--- src/rtl/reg_arb_pkg.sv ---
// rtl/reg_arb_pkg.sv - shared types and helpers for the register write arbiter
package reg_arb_pkg;

    typedef enum logic {
        IDLE   = 1'b0,
        LOCKED = 1'b1
    } arb_state_t;

    localparam int DW_DEFAULT = 32;

    function automatic int clog2(input int n);
        int r;
        r = 0;
        for (int i = 0; i < 31; i++) begin
            if ((1 << i) < n) r = i + 1;
        end
        return r;
    endfunction

endpackage

--- src/rtl/rr_pick.sv ---
// rtl/rr_pick.sv - combinational round-robin picker: first candidate at or after ptr
module rr_pick
    import reg_arb_pkg::*;
#(
    parameter  int N_REQ = 4,
    localparam int OW    = clog2(N_REQ)
) (
    input  logic [N_REQ-1:0] cand,
    input  logic [OW-1:0]    ptr,
    output logic             found,
    output logic [OW-1:0]    win
);

    logic [N_REQ-1:0] rot;
    logic [OW-1:0]    off;

    // Rotate so ptr sits at bit 0, take the lowest set bit, then rotate the index back.
    always_comb begin
        rot   = '0;
        found = 1'b0;
        off   = '0;
        for (int i = 0; i < N_REQ; i++) begin
            rot[i] = cand[(i + int'(ptr)) % N_REQ];
        end
        for (int i = N_REQ - 1; i >= 0; i--) begin
            if (rot[i]) begin
                found = 1'b1;
                off   = OW'(i);
            end
        end
        win = OW'((int'(off) + int'(ptr)) % N_REQ);
    end

endmodule

--- src/rtl/reg_write_arbiter.sv ---
// rtl/reg_write_arbiter.sv - round-robin arbiter with locked bursts in front of a shared register
module reg_write_arbiter
    import reg_arb_pkg::*;
#(
    parameter  int N_REQ     = 4,
    parameter  int DW        = DW_DEFAULT,
    parameter  int MAX_BURST = 8,
    localparam int OW        = clog2(N_REQ)
) (
    input  logic                clk,
    input  logic                rst,
    input  logic [N_REQ-1:0]    req,
    input  logic [N_REQ-1:0]    lock,
    input  logic [N_REQ*DW-1:0] data_in,
    output logic [N_REQ-1:0]    gnt,
    output logic                reg_ena,
    output logic [DW-1:0]       reg_data,
    output logic [OW-1:0]       owner,
    output logic                busy
);

    arb_state_t       state, state_n;
    logic [OW-1:0]    ptr, ptr_n, owner_n, win;
    logic [7:0]       bcnt, bcnt_n, bcnt_inc;
    logic [N_REQ-1:0] gnt_n, cand;
    logic [DW-1:0]    data_n;
    logic             ena_n, found;

    // A requester granted last cycle sits out one IDLE decision so a single write is not taken twice.
    assign cand     = req & ~gnt;
    assign bcnt_inc = bcnt + 8'd1;
    assign busy     = (state == LOCKED);

    rr_pick #(
        .N_REQ (N_REQ)
    ) u_pick (
        .cand  (cand),
        .ptr   (ptr),
        .found (found),
        .win   (win)
    );

    always_comb begin
        state_n = state;
        ptr_n   = ptr;
        owner_n = owner;
        bcnt_n  = bcnt;
        gnt_n   = '0;
        ena_n   = 1'b0;
        data_n  = reg_data;
        case (state)
            IDLE: begin
                if (found) begin
                    gnt_n[win] = 1'b1;
                    ena_n      = 1'b1;
                    data_n     = data_in[int'(win)*DW +: DW];
                    owner_n    = win;
                    ptr_n      = (win == OW'(N_REQ - 1)) ? '0 : win + OW'(1);
                    if (lock[win] && (MAX_BURST > 1)) begin
                        state_n = LOCKED;
                        bcnt_n  = 8'd1;
                    end
                end
            end
            LOCKED: begin
                if (req[owner]) begin
                    gnt_n[owner] = 1'b1;
                    ena_n        = 1'b1;
                    data_n       = data_in[int'(owner)*DW +: DW];
                    if (lock[owner] && (int'(bcnt_inc) < MAX_BURST)) begin
                        bcnt_n = bcnt_inc;
                    end else begin
                        state_n = IDLE;
                        bcnt_n  = 8'd0;
                    end
                end else begin
                    state_n = IDLE;
                    bcnt_n  = 8'd0;
                end
            end
            default: begin
                state_n = IDLE;
                bcnt_n  = 8'd0;
            end
        endcase
    end

    always_ff @(posedge clk) begin
        if (rst) begin
            state    <= IDLE;
            ptr      <= '0;
            bcnt     <= 8'd0;
            gnt      <= '0;
            reg_ena  <= 1'b0;
            reg_data <= '0;
            owner    <= '0;
        end else begin
            state    <= state_n;
            ptr      <= ptr_n;
            bcnt     <= bcnt_n;
            gnt      <= gnt_n;
            reg_ena  <= ena_n;
            reg_data <= data_n;
            owner    <= owner_n;
        end
    end

endmodule

--- config.mk ---
export PLATFORM = sky130hd
export DESIGN_NAME = reg_write_arbiter
export DESIGN_NICKNAME = d
export VERILOG_FILES = /design/src/rtl/reg_arb_pkg.sv /design/src/rtl/rr_pick.sv /design/src/rtl/reg_write_arbiter.sv
export SDC_FILE = /design/constraint.sdc
export NUM_CORES = 1
export LEC_CHECK = 0
export ABC_CLOCK_PERIOD_IN_PS = 3700
export CAP_MARGIN = 10
export CORE_UTILIZATION = 39
export DETAILED_ROUTE_END_ITERATION = 10
export PLACE_DENSITY = 0.84
export SLEW_MARGIN = 20
export SYNTH_ARGS = -nofsm -noshare
export SYNTH_HDL_FRONTEND = slang
export SYNTH_SLANG_ARGS = --single-unit
export TNS_END_PERCENT = 50
--- constraint.sdc ---
create_clock -name clk -period 3.7 [get_ports clk]
set_input_delay 0.74 -clock clk [delete_from_list [all_inputs] [get_ports clk]]
set_output_delay 0.74 -clock clk [all_outputs]
set_load 0.05 [all_outputs]
==> results by group, run 1 <==
Placed design
  – Placed cells: 609
  – HPWL after DPL: 7.684 mm
  – Worst slack at placement: 66.43 ps
  – Port Buffers: 177
  – GP Congestion: 0.8163

STA
  – Slew headroom: 59.59%
  – Final slew viol count: 0
  – Actual slew at the worst max-slew pin: 605.4 ps
  – Final Hold Viols: 0
  – RSZ-0062 raised after global routing: no
  – Tmin final: 3304 ps
  – Final WS setup: 396.2 ps
  – Fin crit share: 89.29%
  – Final setup fails: 0
  – Final setup TNS: 0 ps
  – Max Clk Rate: 302.7 MHz
  – Worst Clk Skew: 2.383 ps

Power and ir drop
  – Register share of total power: 19.2%
  – Leak: 2.135 nW
  – Comb pwr share: 73.7%
  – Switching share of power: 48.83%
  – P_sw: 2.251 mW
  – Cell Pwr Density: 895.5 nW/um2
  – Internal power: 2.359 mW
  – VDD IR-drop max: 0.5588 mV
  – Clock power share: 7.1%

Clock tree
  – Number of buffers created by CTS: 5
  – Worst skew pair latency: 290 ps
  – Post-CTS resize count: 0
  – Clock slew seen by the registers of the worst setup and hold paths: 90 ps
  – CTS Buffer Depth: 2
  – CTS Hold Bufs: 0
  – Root buf cell: clkbuf_8
  – H-tree Lvls: 2
  – Post-CTS setup buffers: 0
  – CTS tree: built
  – Sink Count: 50

Critical path
  – Critical path buffers and inverters: 2
  – RR Endpoint: reg_data[17]
  – CP max stage delay: 480 ps
  – CP cell instances: clkdlybuf4s50_1 -> or2b_1 -> nor3_1 -> a311oi_1 -> o21ai_0 -> ha_1 -> mux2i_4 -> buf_12 -> mux2i_1 -> nand2_1 -> a32o_1
  – Crit-path leading delay family: buffers and inverters
  – Crit Path Category: primary input to register
  – Internal reg-to-reg setup slack: 910 ps
  – CP Max Fanout: 49
  – FF-to-FF path depth: 10
  – Worst setup EP type: register
  – CP startpoint kind: primary input
  – Crit path max-delay cell type: clkdlybuf4s50_1
  – Critical Path RT: 3890 ps
  – Reg-to-Reg Start: ptr[0]
  – Worst EP arrival: 3500 ps

Detailed routing
  – Remaining antenna violation count: 0
  – Met2 wire length: 5.170 mm
  – Routed WL per cell: 16.07 um
  – DRT iter0 DRCs: 100
  – Vias per cell: 5.371
  – WL met1: 3.926 mm
  – Total routed wirelength: 9.914 mm
  – Top Layer Used: met4
  – DRC viols: 0
  – Met3 wire len: 770 um
  – Pre-Repair DR Iteration Count: 4
  – Vias: 3,314

Layout
  – Post-Layout Cell Count: 617
  – # diodes: 0
  – Layout cells sized above 1: 7.184%
  – FILL cells: 634
  – Area grow syn2layout: 63.10%
  – FF+latch area: 1001 um2
  – Layout Nets: 656
  – Area occupied by multi-input gates: 2003 um2

Logic synthesis
  – Syn nets: 487
  – Post-synth EDFFs: 0
  – Netlist cell types: 49
  – Synth warnings: 0
  – Sequential area share after synthesis: 31.71%
  – Area contributors post-synth: dfxtp_1, mux2i_1, a32o_1
  – Seq cells post-synth: 50
  – Synth top area share: 31.71%
  – Avg Cell Area, Syn: 9.150 um2
  – Post-Syn Instances: 345
  – Area leader, netlist: dfxtp_1
  – Syn Std Cell Area: 3157 um2
  – Post-synthesis async set-or-reset flop share: 0%
  – Primary FF master, synth: dfxtp_1

Min path
  – Cell depth of the worst min-delay path: 1
  – Hold Crit Start: reg_data[31]
  – Hold path endpoint: reg_data[31]
  – Hold/Removal Path Class: register to register

GRT
  – GRT Total Usage: 22.57%
  – Vias in the first global route: 3,122
  – Initial antenna violation count: 0
  – Largest net degree at the start of global routing: 50
  – First-pass GRT wire length: 15.26 mm
  – GR Overflow Total: 0

Die
  – Die span in x: 91.97 um
  – I/O pins: 178
  – Die Span Y: 91.97 um
  – Rows: 32
  – Initial Util: 40.64%
  – Core ar.: 7767 um2
  – Die area: 8458 um2

Status
  – Status: finished, final reports clean

Run
  – Max-Cap Viols: 0
[cell usage in the layout, fill, tap and decap left out, types with 2 or more instances in the layout]
master           instances
clkdlybuf4s50_1        177
nand2_1                 72
mux2i_1                 67
dfxtp_1                 50
a32o_1                  33
nor2_1                  11
buf_4                   10
a21oi_1                  9
nand2b_1                 7
and3_1                   6
clkbuf_8                 6
nand3_1                  5
o21ai_0                  5
inv_1                    4
ha_1                     4
buf_12                   3
nor2b_1                  2
nor3_1                   2
a2111oi_4                2
o2111a_1                 2
o21ai_2                  2
mux4_2                   2
xnor2_1                  2
nor4_1                   2
a31oi_1                  2
nand3b_1                 2
[flip-flops by register name, summed over array words and instances (netlist names)]
| register | cells |
|---|---|
| gnt | 4 |
| busy | 1 |
| owner | 2 |
| bcnt | 8 |
| reg_ena | 1 |
| reg_data | 32 |
| ptr | 2 |
[worst max-delay path by stage]
stage	start	end	slack [ps]	cells after the start
3_3_place_gp	req[2]	reg_data[16]	120	11
3_5_place_dp	req[2]	reg_data[16]	70	11
4_1_cts	req[2]	reg_data[17]	390	11
5_1_grt	req[2]	reg_data[17]	190	11
2_1_floorplan	req[1]	reg_data[16]	390	12
6_report	req[2]	reg_data[17]	400	11
[layout make-up]
cell class / instances / area share [%]
clock buffers: 6 / 1.604
clock inverters: 2 / 0.2430
inverters: 4 / 0.2916
multi-input cells: 263 / 38.91
flip-flops and latches: 50 / 19.44
well taps: 102 / 2.479
repair buffers: 190 / 37.04
[logic make-up after synthesis]
group | Yosys count | synth area share (%)
and+or+nand+nor | 120 | 17.52
DFF | 50 | 31.71
muxes | 71 | 23.42
AOI/OAI and AO/OA | 65 | 19.42
adders and majority gates | 4 | 1.585
xor gates and xnor gates | 3 | 0.8325
buffers and inverters | 32 | 5.509
[Yosys cell counts (4+ instances only)]
| library cell | number |
|---|---|
| a21oi_1 | 9 |
| dfxtp_1 | 50 |
| buf_2 | 4 |
| nand2_1 | 72 |
| clkbuf_1 | 13 |
| buf_1 | 4 |
| o21ai_0 | 5 |
| and3_1 | 6 |
| ha_1 | 4 |
| nand3_1 | 5 |
| buf_6 | 6 |
| a32o_1 | 33 |
| nor2_1 | 12 |
| inv_1 | 4 |
| mux2i_1 | 68 |
| nand2b_1 | 7 |
[worst reg2reg max path, cell delays in order, from the launching register on]
cell and delay [ps]:
dfxtp_1 520, inv_1 190, nor3_1 230, a311oi_1 70, o21ai_0 180, ha_1 290, mux2i_4 200, buf_12 340
mux2i_1 340, nand2_1 90, a32o_1 240
[power by group through the flow]
stage | clock (mW) | sequential [mW] | combinational [mW]
6_report | 0.329 | 0.884 | 3.40
5_1_grt | 0.367 | 0.911 | 3.62
4_1_cts | 0.340 | 0.885 | 3.42
3_5_place_dp | 0 | 0.896 | 3.41
3_3_place_gp | 0 | 0.889 | 3.33
2_1_floorplan | 0 | 1.41 | 1.96
[per-layer routing]
layer / track usage, % / up-vias
met5: 0 / -
met4: 3.125 / 0
met3: 5.058 / 4
met2: 41.42 / 137
met1: 27.31 / 1565
li1: - / 1608
[per-stage QoR]
step	power [mW]	area, um2	hold WS [ps]	utilization (%)
6_report	4.611	5149	470.7	66.29
5_1_grt	4.894	5149	502.6	66.29
4_1_cts	4.646	5149	476.0	66.29
3_5_place_dp	4.309	5054	454.6	65.06
3_3_place_gp	4.219	5054	446.1	65.06
2_1_floorplan	3.368	3157	483.7	-
(Power assumes the default switching activity.)
==> inputs of run 2 (changes only) <==
ABC_AREA = 1   (was not set)
CELL_PAD_IN_SITES_DETAIL_PLACEMENT = 1   (was not set)
CELL_PAD_IN_SITES_GLOBAL_PLACEMENT = 2   (was not set)
CORE_UTILIZATION = 21   (was 39)
==> run 2 against run 1 <==
Net effect:
- combinational power grew 21%
- hold slack got worse by 19 ps
- core utilization is 32 points lower
- first-iteration DRC count grew 10%
- worst setup slack improved by 88 ps
- global-route usage decreased by 7.7 points
- critical endpoint is now reg_data[18]
==> results by group, run 2 <==
Logic synthesis
  – Primary FF master, synth: dfxtp_1
  – Area contributors post-synth: dfxtp_1, mux2_2, nand2_1
  – Area leader, netlist: dfxtp_1
  – Post-synth EDFFs: 0 (unchanged)
  – Cell with the most instances after synthesis: nand2_1
  – Sequential area share after synthesis: 27.63% (-4.1 points)
  – Netlist cell types: 31 (-37%)
  – Avg Cell Area, Syn: 7.230 um2 (-21%)
  – Syn nets: 643 (+32%)
  – Post-Syn Instances: 501 (+45%)
  – Syn Std Cell Area: 3622 um2 (+15%)
  – Synth warnings: 0 (unchanged)
  – Post-synthesis async set-or-reset flop share: 0% (unchanged)
  – Seq cells post-synth: 50 (unchanged)
  – Synth top area share: 27.63% (-4.1 points)
  – Most instantiated cells after synthesis: nand2_1, mux2_2, nand3_1

STA
  – Final setup TNS: 0 ps (unchanged)
  – Max Clk Rate: 310.9 MHz (+2.7%)
  – Fin crit share: 86.93% (-2.4 points)
  – RSZ-0062 raised after global routing: no
  – Worst Clk Skew: 5.112 ps (+2.729 ps)
  – Tmin final: 3216 ps (-87.56 ps)
  – Slew headroom: 50.32% (-9.3 points)
  – Actual slew at the worst max-slew pin: 743.4 ps (+137.9 ps)
  – Final setup fails: 0 (unchanged)
  – Final Hold Viols: 0 (unchanged)
  – Final slew viol count: 0 (unchanged)

Layout
  – Reg with most FFs: reg_data
  – Largest register FFs: 32 (unchanged)
  – FILL cells: 2,025 (+220%)
  – Layout Nets: 812 (+24%)
  – Layout cells sized above 1: 14.61% (+7.4 points)
  – FF+latch area: 1001 um2 (unchanged)
  – Most common cell after layout, fill and taps aside: clkdlybuf4s50_1
  – # diodes: 0 (unchanged)
  – Commonest cells after routing, fill and taps aside: clkdlybuf4s50_1, nand2_1, mux2_2
  – Area grow syn2layout: 59.03%
  – Area occupied by multi-input gates: 2233 um2 (+11%)
  – Biggest regs: reg_data: 32 flops, bcnt: 8 flops, gnt: 4 flops

Clock tree
  – Post-CTS setup buffers: 0 (unchanged)
  – Sink Count: 50 (unchanged)
  – Root buf cell: clkbuf_16
  – CTS tree: built
  – Post-CTS resize count: 0 (unchanged)
  – H-tree Lvls: 2 (unchanged)
  – CTS Hold Bufs: 0 (unchanged)
  – CTS Buffer Depth: 2 (unchanged)
  – Clock slew seen by the registers of the worst setup and hold paths: 70 ps (-20 ps)
  – Number of buffers created by CTS: 5 (unchanged)
  – Worst skew pair latency: 290 ps (about the same)

Die
  – Die area: 17,780 um2 (+110%)
  – Core ar.: 16,700 um2 (+120%)
  – I/O pins: 178 (unchanged)
  – Die Span Y: 133.3 um (+45%)
  – Initial Util: 21.69% (-19 points)
  – Die span in x: 133.3 um (+45%)
  – Rows: 47 (+47%)

Detailed routing
  – Vias per cell: 4.410 (-18%)
  – Top Layer Used: met4
  – DRC viols: 0 (unchanged)
  – Remaining antenna violation count: 0 (unchanged)
  – Vias: 3,929 (+19%)
  – Pre-Repair DR Iteration Count: 4 (unchanged)
  – Routed WL per cell: 14.77 um (-8.1%)
  – Met3 wire len: 830 um (+7.8%)
  – Total routed wirelength: 13.16 mm (+33%)
  – Met2 wire length: 6.734 mm (+30%)
  – WL met1: 5.389 mm (+37%)
  – DRT iter0 DRCs: 110 (+10%)

Power and ir drop
  – Leak: 2.460 nW (+15%)
  – Power Total: 5.478 mW (+19%)
  – VDD IR-drop max: 0.4138 mV (-26%)
  – Cell Pwr Density: 951.0 nW/um2 (+6.2%)

Critical path
  – Reg-to-Reg Start: ptr[0]
  – Internal reg-to-reg setup slack: 780 ps (-130 ps)
  – CP startpoint kind: primary input
  – Worst EP arrival: 3400 ps (-100 ps)
  – Crit Path Category: primary input to register
  – RR Endpoint: reg_data[18]
  – Worst setup EP type: register
  – Critical Path RT: 3880 ps (about the same)
  – CP Max Fanout: 31 (-37%)
  – FF-to-FF path depth: 15 (+5)

GRT
  – GRT Total Usage: 14.87% (-7.7 points)
  – Vias in the first global route: 4,246 (+36%)
  – GR Overflow Total: 0 (unchanged)
  – Initial antenna violation count: 0 (unchanged)
  – Largest net degree at the start of global routing: 34 (-32%)
  – First-pass GRT wire length: 21.03 mm (+38%)

Placed design
  – Port Buffers: 177 (unchanged)
  – GP Congestion: 0.8083 (-0.98%)
  – HPWL after DPL: 10.39 mm (+35%)

Min path
  – Hold Crit Start: reg_data[22]
  – Hold path endpoint: reg_data[22]
  – Cell depth of the worst min-delay path: 2 (+1)
  – Hold/Removal Path Class: register to register

Status
  – Status: finished, final reports clean

Run
  – Max-Cap Viols: 0 (unchanged)
## run 2: cell count changes in the layout (fill, tap and decap cells not counted), sizes merged, moves of 15 or more
cell,delta
nand3b,+31
a32o,-33
nand3,+53
mux2i,-69
nand2,+72
nor2,+15
mux2,+64
inv,+55
## run 2: cell families (layout without fill, tap and decap cells)
kind of cell	after synthesis	in the layout	synth area share [%]
AND/OR/NAND/NOR	274	274	36.13
flip-flops	50	50	27.63
adder cells (fa/ha/maj)	4	4	1.382
multiplexers	64	64	19.90
AO/OA/AOI/OAI	21	21	3.316
XOR/XNOR	3	3	0.7255
buffers and inverters	85	255	10.92
## run 2: critical path, cell delays in order
cell and delay, ps:
clkdlybuf4s50_1 510, nand3_1 110, nand3_1 110, nand2_1 100
a31oi_1 170, nor2_1 70, ha_1 300, inv_1 100
o21ai_4 220, buf_12 230, mux2_2 350, nand3b_1 150
nand3_1 140, nand2_1 60
## run 2: per-stage QoR
stage	utilization (%)	setup slack (ps)	instances	hold slack [ps]	instance area (um2)
after floorplan	-	786.4	501	434.2	3622
after global placement	33.61	284.9	883	436.4	5613
after detailed placement	33.61	202.0	883	441.2	5613
after CTS	34.49	493.9	891	454.8	5761
after global routing	34.49	293.2	891	478.2	5761
final	34.49	483.7	891	451.6	5761
## run 2: worst max path at each step
stage	from	end	slack (ps)	cells after the start
CTS	req[3]	reg_data[18]	490	14
global placement	req[3]	reg_data[18]	280	14
finish	req[3]	reg_data[18]	480	14
floorplan	gnt[1]	reg_data[0]	790	15
global route	req[3]	reg_data[18]	290	14
detailed placement	req[3]	reg_data[18]	200	14
## run 2: metal layers
metal  track usage (%)  up-vias
li1                  -     1961
met1             16.25     1840
met2             27.89      113
met3             3.919       15
met4             4.293        0
met5                 0        -
## run 2: power breakdown
part           internal (mW)  switching [mW]
sequential             0.736           0.141
clock                  0.269           0.208
combinational           1.72            2.41
total                   2.72            2.76
## run 2: final cells by class
| class | count | share of cell area, % |
|---|---|---|
| multi-input cells | 366 | 38.77 |
| inverters | 59 | 3.888 |
| clock inverters | 1 | 0.08688 |
| flip-flops and latches | 50 | 17.38 |
| clock buffers | 7 | 2.476 |
| repair buffers | 188 | 32.62 |
| well taps | 220 | 4.778 |
